[src/rtl/aac_frame_sequencer_pkg.sv]
// Shared types and constants for the ADTS frame sequencer and its header parser.
package aac_seq_pkg;

  typedef enum logic [2:0] {
    HUNT0     = 3'd0,
    HUNT1     = 3'd1,
    HDR       = 3'd2,
    CHECK     = 3'd3,
    CRC       = 3'd4,
    START     = 3'd5,
    PAYLOAD   = 3'd6,
    WAIT_DONE = 3'd7
  } state_t;

  localparam logic [2:0] ERR_NONE    = 3'd0;
  localparam logic [2:0] ERR_LAYER   = 3'd1;
  localparam logic [2:0] ERR_SFI     = 3'd2;
  localparam logic [2:0] ERR_SHORT   = 3'd3;
  localparam logic [2:0] ERR_TIMEOUT = 3'd4;

  localparam int ADTS_HDR_LEN = 7;
  localparam int ADTS_CRC_LEN = 2;
  localparam int SFI_MAX      = 11;

  // Header length in bytes; the CRC word follows the fixed header when protection is on.
  function automatic logic [3:0] hdr_len(input logic prot_abs);
    return prot_abs ? 4'(ADTS_HDR_LEN) : 4'(ADTS_HDR_LEN + ADTS_CRC_LEN);
  endfunction

endpackage

[src/rtl/aac_frame_sequencer_hdr_parse.sv]
// ADTS header field extraction: working registers filled byte by byte, a validity
// verdict for the CHECK cycle, and published fields that only change on commit.
module aac_adts_hdr_parse
  import aac_seq_pkg::*;
(
  input  logic        clk,
  input  logic        rst_n,
  input  logic        sync_we,
  input  logic        byte_we,
  input  logic [2:0]  byte_idx,
  input  logic [7:0]  data,
  input  logic        commit,
  output logic        prot_abs,
  output logic [2:0]  chk_code,
  output logic [12:0] pay_len,
  output logic [1:0]  hdr_profile,
  output logic [3:0]  hdr_sf_index,
  output logic [2:0]  hdr_ch_cfg,
  output logic [12:0] hdr_frame_len,
  output logic [1:0]  hdr_num_rdb
);

  logic [1:0]  layer_q, profile_q, rdb_q;
  logic        prot_q;
  logic [3:0]  sf_q;
  logic [2:0]  ch_q;
  logic [12:0] flen_q;
  logic [1:0]  pub_profile_q, pub_rdb_q;
  logic [3:0]  pub_sf_q;
  logic [2:0]  pub_ch_q;
  logic [12:0] pub_flen_q;
  logic [12:0] hl;

  assign hl = 13'(hdr_len(prot_q));

  always_ff @(posedge clk or negedge rst_n) begin
    if (!rst_n) begin
      layer_q       <= '0;
      prot_q        <= 1'b0;
      profile_q     <= '0;
      sf_q          <= '0;
      ch_q          <= '0;
      flen_q        <= '0;
      rdb_q         <= '0;
      pub_profile_q <= '0;
      pub_sf_q      <= '0;
      pub_ch_q      <= '0;
      pub_flen_q    <= '0;
      pub_rdb_q     <= '0;
    end else begin
      if (sync_we) begin
        layer_q <= data[2:1];
        prot_q  <= data[0];
      end
      if (byte_we) begin
        case (byte_idx)
          3'd2: begin
            profile_q <= data[7:6];
            sf_q      <= data[5:2];
            ch_q[2]   <= data[0];
          end
          3'd3: begin
            ch_q[1:0]     <= data[7:6];
            flen_q[12:11] <= data[1:0];
          end
          3'd4: flen_q[10:3] <= data;
          3'd5: flen_q[2:0]  <= data[7:5];
          3'd6: rdb_q        <= data[1:0];
          default: ;
        endcase
      end
      if (commit) begin
        pub_profile_q <= profile_q;
        pub_sf_q      <= sf_q;
        pub_ch_q      <= ch_q;
        pub_flen_q    <= flen_q;
        pub_rdb_q     <= rdb_q;
      end
    end
  end

  // Priority: layer, then sampling-frequency index, then length too short for the header.
  always_comb begin
    chk_code = ERR_NONE;
    if (layer_q != 2'd0)             chk_code = ERR_LAYER;
    else if (sf_q > 4'(SFI_MAX))     chk_code = ERR_SFI;
    else if (flen_q < hl)            chk_code = ERR_SHORT;
  end

  assign prot_abs = prot_q;
  assign pay_len  = flen_q - hl;

  // Fields are visible during the hdr_valid cycle itself, then held from the published copy.
  assign hdr_profile   = commit ? profile_q : pub_profile_q;
  assign hdr_sf_index  = commit ? sf_q      : pub_sf_q;
  assign hdr_ch_cfg    = commit ? ch_q      : pub_ch_q;
  assign hdr_frame_len = commit ? flen_q    : pub_flen_q;
  assign hdr_num_rdb   = commit ? rdb_q     : pub_rdb_q;

endmodule

[src/rtl/aac_frame_sequencer.sv]
// ADTS front-end: sync hunt, header parse/validate, decoder start, payload pass-through
// and completion wait with timeout. in_valid/in_ready and out_valid/out_ready: a byte moves on a cycle where valid and ready are both high.
module aac_frame_sequencer
  import aac_seq_pkg::*;
#(
  parameter int TIMEOUT_CYCLES = 65535,
  parameter int CNT_W          = 16
) (
  input  logic             clk,
  input  logic             rst_n,
  input  logic             in_valid,
  input  logic [7:0]       in_data,
  output logic             in_ready,
  output logic             out_valid,
  output logic [7:0]       out_data,
  input  logic             out_ready,
  output logic             dec_start,
  input  logic             dec_done,
  output logic             dec_abort,
  output logic             hdr_valid,
  output logic [1:0]       hdr_profile,
  output logic [3:0]       hdr_sf_index,
  output logic [2:0]       hdr_ch_cfg,
  output logic [12:0]      hdr_frame_len,
  output logic [1:0]       hdr_num_rdb,
  output logic             err_valid,
  output logic [2:0]       err_code,
  output logic [CNT_W-1:0] frame_cnt,
  output state_t           dbg_state
);

  localparam logic [19:0] TIMER_LAST = 20'(TIMEOUT_CYCLES - 1);

  state_t            state_q, state_d;
  logic [2:0]        byte_cnt_q, byte_cnt_d;
  logic [12:0]       pay_cnt_q, pay_cnt_d;
  logic [19:0]       timer_q, timer_d;
  logic [CNT_W-1:0]  frame_cnt_q, frame_cnt_d;
  logic [2:0]        err_code_q, err_code_d;
  logic              accept, sync_we, byte_we, commit, prot_abs;
  logic [2:0]        chk_code;
  logic [12:0]       pay_len;

  aac_adts_hdr_parse u_parse (
    .clk           (clk),
    .rst_n         (rst_n),
    .sync_we       (sync_we),
    .byte_we       (byte_we),
    .byte_idx      (byte_cnt_q),
    .data          (in_data),
    .commit        (commit),
    .prot_abs      (prot_abs),
    .chk_code      (chk_code),
    .pay_len       (pay_len),
    .hdr_profile   (hdr_profile),
    .hdr_sf_index  (hdr_sf_index),
    .hdr_ch_cfg    (hdr_ch_cfg),
    .hdr_frame_len (hdr_frame_len),
    .hdr_num_rdb   (hdr_num_rdb)
  );

  always_comb begin
    in_ready = 1'b1;
    if (state_q == CHECK || state_q == START || state_q == WAIT_DONE) in_ready = 1'b0;
    else if (state_q == PAYLOAD)                                      in_ready = out_ready;
  end

  assign accept = in_valid & in_ready;

  always_ff @(posedge clk or negedge rst_n) begin
    if (!rst_n) begin
      state_q     <= HUNT0;
      byte_cnt_q  <= '0;
      pay_cnt_q   <= '0;
      timer_q     <= '0;
      frame_cnt_q <= '0;
      err_code_q  <= ERR_NONE;
    end else begin
      state_q     <= state_d;
      byte_cnt_q  <= byte_cnt_d;
      pay_cnt_q   <= pay_cnt_d;
      timer_q     <= timer_d;
      frame_cnt_q <= frame_cnt_d;
      err_code_q  <= err_code_d;
    end
  end

  always_comb begin
    state_d     = state_q;
    byte_cnt_d  = byte_cnt_q;
    pay_cnt_d   = pay_cnt_q;
    timer_d     = '0;
    frame_cnt_d = frame_cnt_q;
    err_code_d  = err_code_q;
    out_valid   = 1'b0;
    out_data    = '0;
    dec_start   = 1'b0;
    dec_abort   = 1'b0;
    hdr_valid   = 1'b0;
    err_valid   = 1'b0;
    sync_we     = 1'b0;
    byte_we     = 1'b0;
    commit      = 1'b0;
    case (state_q)
      HUNT0: if (accept && in_data == 8'hFF) state_d = HUNT1;
      HUNT1: begin
        // A repeated 0xFF may still be the first sync byte, so it wins over the 0xF? match.
        if (accept) begin
          if (in_data == 8'hFF) begin
            state_d = HUNT1;
          end else if (in_data[7:4] == 4'hF) begin
            sync_we    = 1'b1;
            byte_cnt_d = 3'd2;
            state_d    = HDR;
          end else begin
            state_d = HUNT0;
          end
        end
      end
      HDR: begin
        if (accept) begin
          byte_we    = 1'b1;
          byte_cnt_d = byte_cnt_q + 3'd1;
          if (byte_cnt_q == 3'd6) state_d = CHECK;
        end
      end
      CHECK: begin
        if (chk_code != ERR_NONE) begin
          err_valid  = 1'b1;
          err_code_d = chk_code;
          state_d    = HUNT0;
        end else begin
          hdr_valid  = 1'b1;
          commit     = 1'b1;
          pay_cnt_d  = pay_len;
          byte_cnt_d = '0;
          state_d    = prot_abs ? START : CRC;
        end
      end
      CRC: begin
        if (accept) begin
          byte_cnt_d = byte_cnt_q + 3'd1;
          if (byte_cnt_q == 3'(ADTS_CRC_LEN - 1)) state_d = START;
        end
      end
      START: begin
        dec_start = 1'b1;
        state_d   = (pay_cnt_q == 13'd0) ? WAIT_DONE : PAYLOAD;
      end
      PAYLOAD: begin
        out_valid = in_valid;
        out_data  = in_data;
        if (accept) begin
          pay_cnt_d = pay_cnt_q - 13'd1;
          if (pay_cnt_q == 13'd1) state_d = WAIT_DONE;
        end
      end
      WAIT_DONE: begin
        timer_d = timer_q + 20'd1;
        if (dec_done) begin
          frame_cnt_d = frame_cnt_q + CNT_W'(1);
          timer_d     = '0;
          state_d     = HUNT0;
        end else if (timer_q == TIMER_LAST) begin
          dec_abort  = 1'b1;
          err_valid  = 1'b1;
          err_code_d = ERR_TIMEOUT;
          timer_d    = '0;
          state_d    = HUNT0;
        end
      end
      default: state_d = HUNT0;
    endcase
  end

  assign err_code  = err_code_d;
  assign frame_cnt = frame_cnt_q;
  assign dbg_state = state_q;

endmodule
[config.mk]
export PLATFORM = sky130hd
export DESIGN_NAME = aac_frame_sequencer
export DESIGN_NICKNAME = d
export VERILOG_FILES = /design/src/rtl/aac_frame_sequencer_pkg.sv /design/src/rtl/aac_frame_sequencer_hdr_parse.sv /design/src/rtl/aac_frame_sequencer.sv
export SDC_FILE = /design/constraint.sdc
export NUM_CORES = 1
export LEC_CHECK = 0
export CORE_MARGIN = 2
export CORE_UTILIZATION = 35
export DETAILED_ROUTE_END_ITERATION = 10
export GPL_ROUTABILITY_DRIVEN = 0
export GPL_TIMING_DRIVEN = 0
export HOLD_SLACK_MARGIN = 0.05
export PLACE_DENSITY = 0.53
export SETUP_SLACK_MARGIN = 0.4
export SLEW_MARGIN = 20
export SYNTH_ARGS = -nofsm -noshare
export SYNTH_HDL_FRONTEND = slang
export SYNTH_SLANG_ARGS = --single-unit
[constraint.sdc]
create_clock -name clk -period 5.9 [get_ports clk]
set_input_delay 1.18 -clock clk [delete_from_list [all_inputs] [get_ports clk]]
set_output_delay 1.18 -clock clk [all_outputs]
set_load 0.01 [all_outputs]
# == Word-level counts from Yosys, hierarchy flattened ==
# Index checks and enable logic that the tools add are counted.
# word_totals
output_inout_bits,60
in_bits,13
register_bits,109
# op_classes
n_addsub,5
n_lt_le_gt_ge,2
bitwise,1
eq_ne,30
mux,59
reduce_logical,19
# op_table
op,n
3-bit two-way mux,22
20-bit two-way mux,3
13-bit two-way mux,3
13-bit case mux with 2 select lines,1
3-bit case mux with 8 select lines,1
"3-bit == test, second input constant",7
"20-bit by 1-bit adder with 20-bit output, second input constant",1
"20-bit by 16-bit == test with 1-bit output, second input constant",1
"2-bit != test, second input constant",10
1-bit two-way mux,18
"16-bit by 1-bit adder with 16-bit output, second input constant",1
"13-bit by 1-bit == test with 1-bit output, second input constant",1
13-bit zero test,1
13-bit by 4-bit < comparator with 1-bit output,1
"13-bit by 1-bit subtractor with 13-bit output, second input constant",1
13-bit by 4-bit subtractor with 13-bit output,1
"3-bit by 2-bit == test with 1-bit output, second input constant",4
2-bit AND reduction,6
2-bit two-way mux,5
3-bit case mux with 3 select lines,1
9-bit AND reduction,1
"8-bit == test, second input constant",1
4-bit two-way mux,2
8-bit two-way mux,1
other kinds (17),22

# == Depth between registers and ports, before layout ==
# Gate-level depths: netlist of run 1.
# logic_depth
depth_word,9
depth_mapped,9
mapped_depth_nobuf,8

# == Hierarchy ==
# Synthesis of run 1 repeated with hierarchy kept, for this count alone.
# hier_totals
cells_unflattened,512
area_unflattened_um2,5534.1
# by_module_without_submodules
mod,seq_area_each_um2,area_each_um2,n_inst,cells_per_inst
aac_frame_sequencer,1451.4,3246.9,1,352
aac_adts_hdr_parse,1276.2,2287.2,1,160

# == Least setup slack after synthesis of run 1 ==
# OpenSTA, ideal clock, no wires.
# synth_timing
path_type,reg2out
start,"register u_parse.prot_q, in the netlist u_parse.prot_abs"
end,output hdr_ch_cfg[1]
setup_slack_ps,2705
required_ps,4720
t_arrival_ps,2015
path_stages_with_launch,9
cell_sequence,dfrtp_1 -> inv_1 -> ha_1 -> o21ai_0 -> o21ba_2 -> a21oi_2 -> buf_6 -> buf_6 -> mux2_4
# synth_between
elab_chain_len,9
# synth_rtl
element,line,rtl
start: declaration,aac_frame_sequencer_hdr_parse.sv:24,logic prot_q;
start signal: assignment,aac_frame_sequencer_hdr_parse.sv:53,prot_q <= data[0];
4-bit two-way mux,aac_frame_sequencer_pkg.sv:27,return prot_abs ? 4'(ADTS_HDR_LEN) : 4'(ADTS_HDR_LEN + ADTS_CRC_LEN);
13-bit by 4-bit < comparator with 1-bit output,aac_frame_sequencer_hdr_parse.sv:87,else if (flen_q < hl) chk_code = ERR_SHORT;
2-bit two-way mux,aac_frame_sequencer_hdr_parse.sv:87,
3-bit two-way mux,aac_frame_sequencer_hdr_parse.sv:86,else if (sf_q > 4'(SFI_MAX)) chk_code = ERR_SFI;
3-bit two-way mux,aac_frame_sequencer_hdr_parse.sv:85,if (layer_q != 2'd0) chk_code = ERR_LAYER;
3-bit nonzero test,aac_frame_sequencer.sv:128,if (chk_code != ERR_NONE) begin
1-bit two-way mux (2 in a row),--,
via hdr_valid,aac_frame_sequencer.sv:20,"output logic hdr_valid,"
3-bit two-way mux,aac_frame_sequencer_hdr_parse.sv:96,assign hdr_ch_cfg = commit ? ch_q : pub_ch_q;
end: declaration,aac_frame_sequencer.sv:23,"output logic [2:0] hdr_ch_cfg,"
# The timed path passes the listed nets, and every way through them passes these cells.

# == Worst setup path in the final report of run 1 ==
# layout_timing
start,"register u_parse.prot_q, in the netlist u_parse.prot_abs"
end,output hdr_sf_index[2]
# layout_between
elab_chain_len,9
# layout_rtl
element,line,rtl
4-bit two-way mux,aac_frame_sequencer_pkg.sv:27,
13-bit by 4-bit < comparator with 1-bit output,aac_frame_sequencer_hdr_parse.sv:87,
2-bit two-way mux,aac_frame_sequencer_hdr_parse.sv:87,
3-bit two-way mux,aac_frame_sequencer_hdr_parse.sv:86,
3-bit two-way mux,aac_frame_sequencer_hdr_parse.sv:85,
3-bit nonzero test,aac_frame_sequencer.sv:128,
1-bit two-way mux,aac_frame_sequencer.sv:128,
1-bit two-way mux,aac_frame_sequencer.sv:104,case (state_q)
4-bit two-way mux,aac_frame_sequencer_hdr_parse.sv:95,assign hdr_sf_index = commit ? sf_q : pub_sf_q;
end: declaration,aac_frame_sequencer.sv:22,"output logic [3:0] hdr_sf_index,"
# Every way passes these cells.

==> results of run 1 <==
==> final timing paths <==
kind	from	depth (start not counted)	slack [ns]	endpoint
setup / recovery	u_parse.prot_abs$_DFFE_PN0P_	9	1.51	hdr_sf_index[2]
hold / removal	frame_cnt[15]$_DFFE_PN0P_	1	0.47	frame_cnt[15]$_DFFE_PN0P_
setup reg to reg	u_parse.prot_abs$_DFFE_PN0P_	8	3.40	u_parse.pub_sf_q[2]$_DFF_PN0_
hold reg to reg	frame_cnt[15]$_DFFE_PN0P_	1	0.47	frame_cnt[15]$_DFFE_PN0P_
max in group asynchronous	rst_n	2	4.48	u_parse.pub_flen_q[11]$_DFF_PN0_
min in group asynchronous	rst_n	1	0.77	timer_q[3]$_DFF_PN0_
==> synthesized netlist by cell type, types with 3 or more instances <==
library cell    n  area share
a21oi_1        18       0.017
xnor2_1        21       0.034
and3_1          3      0.0034
o31ai_1         3      0.0041
mux2_2         46       0.095
a22oi_1         4      0.0055
nor4_1          6      0.0069
inv_1          12      0.0083
xor2_1         20       0.032
clkbuf_1       11      0.0076
dfrtp_1       109        0.50
nand2b_1        8      0.0092
o22a_1          3      0.0048
nand2_1        40       0.028
ha_1           13       0.030
a21o_1          5      0.0069
nor2_1         49       0.034
nand3_1        25       0.023
mux2_4          5       0.014
o21ai_0        22       0.020
nand4_1        11       0.013
and4_1          4      0.0064
nor3_1         11       0.010
and2_1         10       0.011
==> where the power goes <==
group / internal, mW / switching (mW)
clock: 0.314 / 0.282
sequential: 0.753 / 0.00830
combinational: 0.0426 / 0.0590
total: 1.11 / 0.349
==> final cells by class <==
class	count	area [um2]
timing repair buffer	73	749
tap	188	235
multi-input combinational	367	2590
clock buffer	11	253
buffer	16	81.3
clock inverter	5	42.5
inverter	12	45.0
sequential	109	2730
fill	1478	8480
==> worst register-to-register path, delay by kind of cell, from the launching register on <==
kind,cells,cell delay [ns]
compound gates,3,0.76
buf+inv,3,0.54
flops,1,0.39
fa+ha+maj,1,0.36
mux,1,0.33
==> stage by stage <==
step / instance area [um2] / hold WS, ns
finish: 6720 / 0.473
global route: 6720 / 0.493
CTS: 6720 / 0.477
detailed placement: 6430 / 0.461
global placement: 6400 / 0.454
floorplan: 5440 / 0.448
==> logic make-up (layout without fill, tap and decap cells) <==
group	count (synthesis)	after routing	synth area share
simple gates	182	182	0.169
flops	109	109	0.501
fa+ha+maj	14	14	0.0336
mux	52	52	0.111
xor+xnor	41	41	0.0660
buf+inv	28	117	0.0232
compound gates	78	78	0.0961
==> flip-flops by register name, summed over array words and instances, names as in the netlist, 4 cells and up <==
signal / flops
frame_cnt: 16
u_parse.pub_flen_q: 13
u_parse.flen_q: 13
timer_q: 20
u_parse.pub_sf_q: 4
u_parse.sf_q: 4
pay_cnt_q: 13
==> routing by layer <==
metal,part of all wire,vias up
li1,-,1965
met1,0.50,1964
met2,0.46,74
met3,0.035,9
met4,0.011,0
met5,0,-
==> run metrics, run 1 <==
Core Area 15200 um2; die width 129 um; CTS root buffer clkbuf_16; Gate Count Post-Synth 504; first-pass GRT wire length 21.2 mm; pre-CTS WS 1.85 ns; Ports 73; worst path cell trace inv_1 > ha_1 > o21ai_0 > o21ba_2 > a21oi_2 > buf_6 > buf_6 > mux2_4 > clkdlybuf4s50_1; Slew @ Worst Pin 0.856 ns; Port Buffers 72; most common cell after layout, fill and taps aside dfrtp_1; critical path type flop to output port; LEAKAGE 3.03 nW; Gates resized, CTS repair 0; met2 usage 0.262; crit end category output port; crit-path most repeated cell buf_6; Synth Net Count 531; register bit total from synthesis 109; number of flops mapped to enable cells by yosys 0; # rows 45; initial antenna violation count 0; fin util 0.442; pwr/cell area 217 nW/um2; CTS tree yes; GRT Util Overall 0.164; RSZ-0062 raised after global routing no; critical path fanouts, max 10; net count reported at finish 615; Fin. Hold Viols 0; DP Wirelength 9.46 mm; drt total wl 13.1 mm; Routed WL per cell 16.7 um; synth unique cells 60; post-CTS setup buffer count 0; overall power 1.46 mW; dominant synthesized flop cell dfrtp_1; CP max stage cell clkdlybuf4s50_1; share of layout cells above drive strength 1 0.140; Hold/Removal Path Class flop to flop; worst skew pair latency 0.35 ns; Num CTS Buffers 9; Synth Cell Area 5440 um2; Max Freq 0.228 GHz; largest net degree at the start of global routing 62; area grow syn2layout 23.5%; First-pass DRT Iterations 4; global route overflow 0; final std cells w/o fill 781; Seq/Total Area, Yosys 0.501; Final setup viols 0; DIE AREA 16600 um2; Max stage delay on crit path 0.48 ns; synthesized area per cell 10.8 um2; type of origin of the critical path flop; fin worst setup slack 1.51 ns; delay-heaviest family, CP buffers and inverters; Post-DRT Antenna Nets 0; met3 Use GR 0.0349; GRT met1 Usage 0.227; CTS max path bufs 2; max_cap viols 0; status complete, no violations; Async S/R FF share, synth 1.00; clk sinks 109; Residual DRC 0; starting density of the core 0.358; commonest non-fill, non-tap cells in the layout dfrtp_1, clkdlybuf4s50_1, nor2_1, mux2_2, nand2_1; vias in the first global route 4061; vias after detailed routing 4012; data required time of the worst path 4.72 ns; fin crit share 0.744; Slew Limit Fails 0; crit path DAT 3.21 ns; crit path buf inv count 4; Post-Route Setup TNS 0 ns; clk_skew 0.00869 ns; Final Critical Period 4.39 ns; GRT busiest layer met2; # H-tree levels 3; Die Y-Extent 129 um; Reg clk slew, reported paths 0.07 ns; vias per cell 5.14; Peak VDD IR 0.000137 V; Initial DRC Count 213; relative slew slack 0.424; yosys warns 0; hold buffer count at cts 0; placed insts 765; diode count 0
Power figures use the tool's default switching activity.
==> run 2, diff against run 1 <==
--- a/config.mk
+++ b/config.mk
@@ -11,7 +11,7 @@
 export GPL_ROUTABILITY_DRIVEN = 0
 export GPL_TIMING_DRIVEN = 0
 export HOLD_SLACK_MARGIN = 0.05
-export PLACE_DENSITY = 0.53
+export PLACE_DENSITY = 0.55
 export SETUP_SLACK_MARGIN = 0.4
 export SLEW_MARGIN = 20
 export SYNTH_ARGS = -nofsm -noshare
==> constraint.sdc (replaced) <==
create_clock -name clk -period 3.8 [get_ports clk]
set_input_delay 0.76 -clock clk [delete_from_list [all_inputs] [get_ports clk]]
set_output_delay 0.76 -clock clk [all_outputs]
set_load 0.01 [all_outputs]
==> run 2 against run 1 <==
Effect of this change:
- routed wire length is 2.4% higher
- largest cell class unchanged
- final cell count rose by 2.3%
- sequential cell count unchanged
- global-route usage increased by 0.11 points
- worst hold slack worse by 0.11 ns
- via count rose by 1.6%
- non-clock buffer count rose by 18
- largest power group unchanged
- clock skew down 0.00064 ns
- critical path depth shrank 1
==> run metrics, run 2 (synthesized netlist as in run 1, its figures left out) <==
share of layout cells above drive strength 1 0.205; fin util 0.461; initial antenna violation count 0; CTS tree yes; Initial DRC Count 307; vias per cell 5.10; GRT Util Overall 0.166; critical path type flop to output port; pwr/cell area 328 nW/um2; Max Freq 0.290 GHz; worst skew pair latency 0.36 ns; CTS max path bufs 2; DIE AREA 16600 um2; multi-input logic area 2690 um2; relative slew slack 0.434; Peak VDD IR 0.000211 V; Largest Register timer_q; RSZ-0062 raised after global routing yes; delay-heaviest family, CP buffers and inverters; hold buffer count at cts 0; clock network fraction of design power 0.409; status complete, no violations; Reg clk slew, reported paths 0.08 ns; Die Y-Extent 129 um; Worst setup startpoint u_parse.prot_abs$_DFFE_PN0P_; vias in the first global route 4113; # rows 45; max_cap viols 0; vias after detailed routing 4076; CTS root buffer clkbuf_16; Max stage delay on crit path 0.48 ns; Num CTS Buffers 9; Post-DRT Antenna Nets 0; Net Sw Power 578 uW; Final setup viols 0; critical path fanouts, max 10; crit end category output port; First-pass DRT Iterations 4; Logic pwr share 0.077; largest net degree at the start of global routing 59; drt total wl 13.4 mm; clk_skew 0.00805 ns; Residual DRC 0; # H-tree levels 3; type of origin of the critical path flop; sequential share of power 0.514; starting density of the core 0.358; Routed WL per cell 16.7 um; crit path DAT 2.69 ns; Worst R2R Start u_parse.flen_q[6]$_DFFE_PN0P_; overall power 2.30 mW; fin crit share 0.909; Register Area 2730 um2; crit path buf inv count 3; diode count 0; commonest non-fill, non-tap cells in the layout dfrtp_1, nor2_1, mux2_2, clkdlybuf4s50_1, nand2_1; net count reported at finish 633; Port Buffers 72; Fin. Hold Viols 0; LEAKAGE 3.35 nW; fin worst setup slack 0.346 ns; Final Critical Period 3.45 ns; clk sinks 109; Core Area 15200 um2; number of flip-flops under the largest register name 20; Slew Limit Fails 0; Internal Power 1.72 mW; global route overflow 0; data required time of the worst path 3.04 ns; Post-Route Setup TNS 0 ns; pre-CTS WS 0.226 ns; Switching Share 0.251; Ports 73; DP Wirelength 9.30 mm; fillers 1453; worst path cell trace inv_4 > ha_4 > a211oi_4 > o21ba_4 > a21oi_4 > buf_8 > mux2_2 > clkdlybuf4s50_1; Slew @ Worst Pin 0.842 ns; CP max stage cell clkdlybuf4s50_1; most common cell after layout, fill and taps aside dfrtp_1; Hold/Removal Path Class primary input to asynchronous set/reset pin; first-pass GRT wire length 21.3 mm; die width 129 um; area grow syn2layout 28.8%
[run 2: worst paths after layout]
kind / cells after the start / endpoint / slack [ns]
min in group clk: 1 / frame_cnt[15]$_DFFE_PN0P_ / 0.47
worst max register to register: 8 / byte_cnt_q[1]$_DFFE_PN0P_ / 1.36
worst max-delay path: 8 / hdr_frame_len[3] / 0.35
worst min-delay path: 1 / timer_q[18]$_DFF_PN0_ / 0.36
worst min register to register: 1 / frame_cnt[15]$_DFFE_PN0P_ / 0.47
max in group asynchronous: 2 / u_parse.prot_abs$_DFFE_PN0P_ / 2.78
[run 2: layout make-up]
| class | instances | share of cell area |
|---|---|---|
| inverter | 12 | 0.00678 |
| sequential | 109 | 0.390 |
| clock inverter | 6 | 0.00749 |
| tap | 188 | 0.0335 |
| buffer | 16 | 0.0157 |
| timing repair buffer | 91 | 0.130 |
| clock buffer | 10 | 0.0341 |
| multi-input combinational | 367 | 0.383 |
[run 2: power by group through the flow]
| stage | clock network, mW | logic [mW] | registers, mW |
|---|---|---|---|
| final | 0.941 | 0.178 | 1.18 |
| after global routing | 1.01 | 0.196 | 1.19 |
| after CTS | 0.972 | 0.169 | 1.18 |
| after detailed placement | 0 | 0.158 | 1.21 |
| after global placement | 0 | 0.151 | 1.20 |
| after floorplan | 0 | 0.0849 | 1.20 |
[run 2: what timing repair did]
item	in CTS	in global routing
endpoints found under the setup margin	37	34
gates resized for setup	40	36
pin swaps	5	7
setup buffers	8	10
cloned	0	0
hold endpoints to repair	0	0
[run 2: routing by layer]
layer,share of wire,vias up,track usage
met4,0.014,0,0.0537
met5,0,-,0
met1,0.49,1978,0.236
li1,-,1991,-
met2,0.46,94,0.256
met3,0.045,13,0.0308
[run 2: through the flow]
step	instances	hold slack, ns	cell area, um2
2_1_floorplan	504	0.448	5440
4_1_cts	789	0.384	6860
6_report	799	0.364	7010
5_1_grt	799	0.408	7010
3_3_place_gp	764	0.455	6400
3_5_place_dp	765	0.458	6430
==> patch 1, RTL diff (flow settings as in run 2) <==
Set the parameter `CNT_W` to 32 (it was 16).
--- a/src/rtl/aac_frame_sequencer.sv
+++ b/src/rtl/aac_frame_sequencer.sv
@@ -5,5 +5,5 @@
 #(
   parameter int TIMEOUT_CYCLES = 65535,
-  parameter int CNT_W          = 16
+  parameter int CNT_W          = 32
 ) (
   input  logic             clk,
Interface: changed (resized frame_cnt); port bits go from 73 to 89. The function was not compared with the original's and may differ.
==> patch 1 against run 2 <==
Cell area increased by 33%; sequential cell count up 16; final cell count up 32%; area after synthesis up 13%; wire length is 39% higher; clock skew rose by 3.8 ps; setup slack lost 260 ps; register-to-register slack got worse by 1200 ps; via count grew 34%.
Power is not compared: it rests on default switching activity, and its combinational part moved more than twofold at a synthesized area within 25%.
==> patch 1: results (changes against run 2) <==
Parameter                              Value

Global route
  Global routing met1 resource utilization    0.261 (was 0.236)
  Wire length of the first global-routing pass    28.5 mm (was 21.3 mm)
  GRT Resource Usage Total    0.198 (was 0.166)
  Global-route met3 utilization    0.0433 (was 0.0308)
  Pin count of the biggest net entering global routing    64 (was 59)
  Met2 layer usage reported by global route    0.326 (was 0.256)

Finish
  Layout buffer count excluding clock buffers    196 (was 107)
  Number of sequential storage elements    125 (was 109)
  Data buffer area share    0.209 (was 0.145)
  Share of final layout cell area taken by clock buffers and inverters    0.0649 (was 0.0416)
  Inverter count of the layout excluding clock inverters    15 (was 12)
  Area occupied by multi-input gates    3290 um2 (was 2690 um2)
  Register Area    3130 um2 (was 2730 um2)
  Number of clock-tree buffers in the layout    19 (was 10)

Clock network
  H-tree depth    4 (was 3)
  Number of post-CTS setup repair buffers    68 (was 8)
  Insertion delay to the later sink of the worst-skew pair    440 ps (was 360 ps)

Worst setup path
  Reg-to-Reg Start    u_parse.flen_q[8] (was u_parse.flen_q[6])
  Biggest cell delay along the critical path    550 ps (was 480 ps)
  Slowest cell on the critical path    sky130_fd_sc_hd__or4_4 (was sky130_fd_sc_hd__clkdlybuf4s50_1)
  Worst R2R Path Depth    20 (was 8)
  Critical path endpoint    hdr_frame_len[5] (was hdr_frame_len[3])
  Kind of cell adding the most delay to the critical path    simple AND/OR/NAND/NOR gates (was buffers and inverters)

Place
  Post-Place Setup Slack    -230 ps (was 226 ps)
  Standard cell area after detailed placement    7360 um2 (was 6430 um2)
  Placed Cells    939 (was 765)

Route
  Wire length reported by the detailed router    18.6 mm (was 13.4 mm)
  Router iterations before antenna repair    5 (was 4)
  First-iteration detailed-routing DRC count    413 (was 307)
  Routed via count    5,465 (was 4,076)

Timing
  Highest achievable clock rate    269 MHz (was 290 MHz)
  Hold_ws    312 ps (was 364 ps)
  Max-Slew Margin vs Limit    0.322 (was 0.434)

Floorplan
  Tapcells    225 (was 188)

Synthesis
  Ranking of synthesized cells by area    sky130_fd_sc_hd__dfrtp_1, sky130_fd_sc_hd__nand2_1, sky130_fd_sc_hd__mux2_2 (was sky130_fd_sc_hd__dfrtp_1, sky130_fd_sc_hd__mux2_2, sky130_fd_sc_hd__nor2_1)
  Cell variety after synth    52 (was 60)
  Parity-gate share of the synthesized area counting xor and xnor cells    0.0809 (was 0.0660)
  Leading post-synthesis cells by instance count    sky130_fd_sc_hd__dfrtp_1, sky130_fd_sc_hd__nand2_1, sky130_fd_sc_hd__nor2_1, sky130_fd_sc_hd__xor2_1, sky130_fd_sc_hd__o21ai_0 (was sky130_fd_sc_hd__dfrtp_1, sky130_fd_sc_hd__nor2_1, sky130_fd_sc_hd__mux2_2, sky130_fd_sc_hd__nand2_1, sky130_fd_sc_hd__nand3_1)
  Sequential element share of the synthesized area    0.507 (was 0.501)

Run status
  Run status    finished, final reports clean (unchanged)
[patch 1: cell types whose count changed in the layout (fill, tap and decap cells not counted), moves of 18 or more]
cell,change
sky130_fd_sc_hd__nand2_4,+39
sky130_fd_sc_hd__mux2_2,-18
sky130_fd_sc_hd__buf_6,+66
sky130_fd_sc_hd__buf_4,+26
sky130_fd_sc_hd__nand2_2,+22
sky130_fd_sc_hd__nand2_1,+19
[patch 1: power groups by stage]
stage | clock (mW) | sequential [mW] | combinational, mW
floorplan | 0 | 1.76 | 0.906
global placement | 0 | 1.80 | 1.42
detailed placement | 0 | 1.81 | 1.45
CTS | 1.71 | 1.81 | 1.81
global route | 1.78 | 1.88 | 2.25
finish | 1.70 | 1.85 | 2.08
[patch 1: per-layer routing]
layer / routed length (um) / part of all wire
met5: 0 / 0
met4: 249 / 0.013
met3: 721 / 0.039
met2: 9430 / 0.51
met1: 8170 / 0.44
==> patch 2, RTL diff (settings of run 2) <==
Without the edit above. Register the output `frame_cnt` once more, cleared by the reset; this adds one clock of latency there. The other outputs are not delayed to match.
--- a/src/rtl/aac_frame_sequencer.sv
+++ b/src/rtl/aac_frame_sequencer.sv
@@ -175,5 +175,11 @@
 
   assign err_code  = err_code_d;
-  assign frame_cnt = frame_cnt_q;
+  always_ff @(posedge clk or negedge rst_n) begin
+    if (!rst_n) begin
+      frame_cnt <= '0;
+    end else begin
+      frame_cnt <= frame_cnt_q;
+    end
+  end
   assign dbg_state = state_q;
 
Function: no difference found for any inputs over 10 cycles, from zero or initial values and one cycle with rst_n low; that may be too few to reach the edited logic, so the function may still have changed.
==> patch 2 against run 2 <==
Die area rose by 9.5%; area after synthesis rose by 9.8%; final cell count rose by 23%; wire length is 27% higher; cell area increased by 23%; setup slack worse by 34 ps; non-clock buffer count grew 66; fmax down 0.99%; count of clock-buffer cells in the layout grew 8; worst hold slack got worse by 92 ps; sequential cell count grew 16; critical endpoint is now u_parse.pub_flen_q[10].
Power is not compared: it rests on default switching activity, and its combinational part moved more than twofold at a synthesized area within 25%.
==> patch 2: results (changes against run 2) <==
Parameter                              Value

Finish
  Multi-input gate count    420 (was 367)
  Layout buffer count excluding clock buffers    173 (was 107)
  Area occupied by multi-input gates    3070 um2 (was 2690 um2)
  Number of clock-tree buffers in the layout    18 (was 10)
  Data buffer area share    0.177 (was 0.145)
  Filler cells    1,441 (was 1,453)
  Share of cells above drive strength 1    0.339 (was 0.205)
  Share of final layout cell area taken by clock buffers and inverters    0.0662 (was 0.0416)
  Total Nets Final    778 (was 633)

Synthesis
  Syn Std Cell Area    5980 um2 (was 5440 um2)
  Cell variety after synth    58 (was 60)
  Leading post-synthesis cells by instance count    sky130_fd_sc_hd__dfrtp_1, sky130_fd_sc_hd__nand2_1, sky130_fd_sc_hd__nor2_1, sky130_fd_sc_hd__mux2_2, sky130_fd_sc_hd__xor2_1 (was sky130_fd_sc_hd__dfrtp_1, sky130_fd_sc_hd__nor2_1, sky130_fd_sc_hd__mux2_2, sky130_fd_sc_hd__nand2_1, sky130_fd_sc_hd__nand3_1)
  Cells after synthesis    579 (was 504)
  Flops & latches, synth    125 (was 109)

Route
  Met1 wire length    7.50 mm (was 6.50 mm)
  Met2 wire length    8.41 mm (was 6.10 mm)
  DR vias/cell    5.11 (was 5.10)
  First-iteration detailed-routing DRC count    332 (was 307)
  Router iterations before antenna repair    5 (was 4)

Worst setup path
  End of the worst register-to-register path    u_parse.pub_flen_q[10] (was byte_cnt_q[1])
  Maximum fanout encountered on the critical timing path    8 (was 10)
  Arrival time at the worst endpoint    3800 ps (was 2690 ps)
  Worst R2R Path Depth    20 (was 8)
  Critical Path Sink Type    flip-flop (was output port)

Global route
  Via count of the first global-routing pass    5,103 (was 4,113)
  Global-route met3 utilization    0.0571 (was 0.0308)
  GRT Resource Usage Total    0.193 (was 0.166)
  Global routing met1 resource utilization    0.249 (was 0.236)

Clock network
  Post-cts sizing count    194 (was 40)
  Number of clock buffers inserted by TritonCTS    17 (was 9)
  H-tree depth    4 (was 3)
  Clk slew on worst S/H paths    60 ps (was 80 ps)
  Number of post-CTS setup repair buffers    67 (was 8)

Place
  HPWL reported at the end of detailed placement    10.6 mm (was 9.30 mm)
  Placed Cells    871 (was 765)

Timing
  Post-route fraction of the period consumed by the critical path    0.918 (was 0.909)
  Worst-Margin Slew    707 ps (was 842 ps)

Run status
  Run status    finished, final reports clean (unchanged)
[patch 2: cell count changes after synthesis, moves of 6 or more]
cell                             run 2  this run
sky130_fd_sc_hd__nor2_1             49        55
sky130_fd_sc_hd__nand2_1            40        98
sky130_fd_sc_hd__dfrtp_1           109       125
sky130_fd_sc_hd__xor2_1             20        27
sky130_fd_sc_hd__o21ai_0            22        14
sky130_fd_sc_hd__nand3_1            25        18
sky130_fd_sc_hd__mux2_2             46        32
[patch 2: logic make-up (layout without fill, tap and decap cells)]
logic type / count (synthesis) / count (layout) / synth area share
compound gates: 82 / 82 / 0.0990
xor+xnor: 45 / 45 / 0.0659
fa+ha+maj: 14 / 14 / 0.0306
buf+inv: 34 / 219 / 0.0247
flops: 125 / 125 / 0.523
mux: 33 / 33 / 0.0620
simple gates: 246 / 246 / 0.195
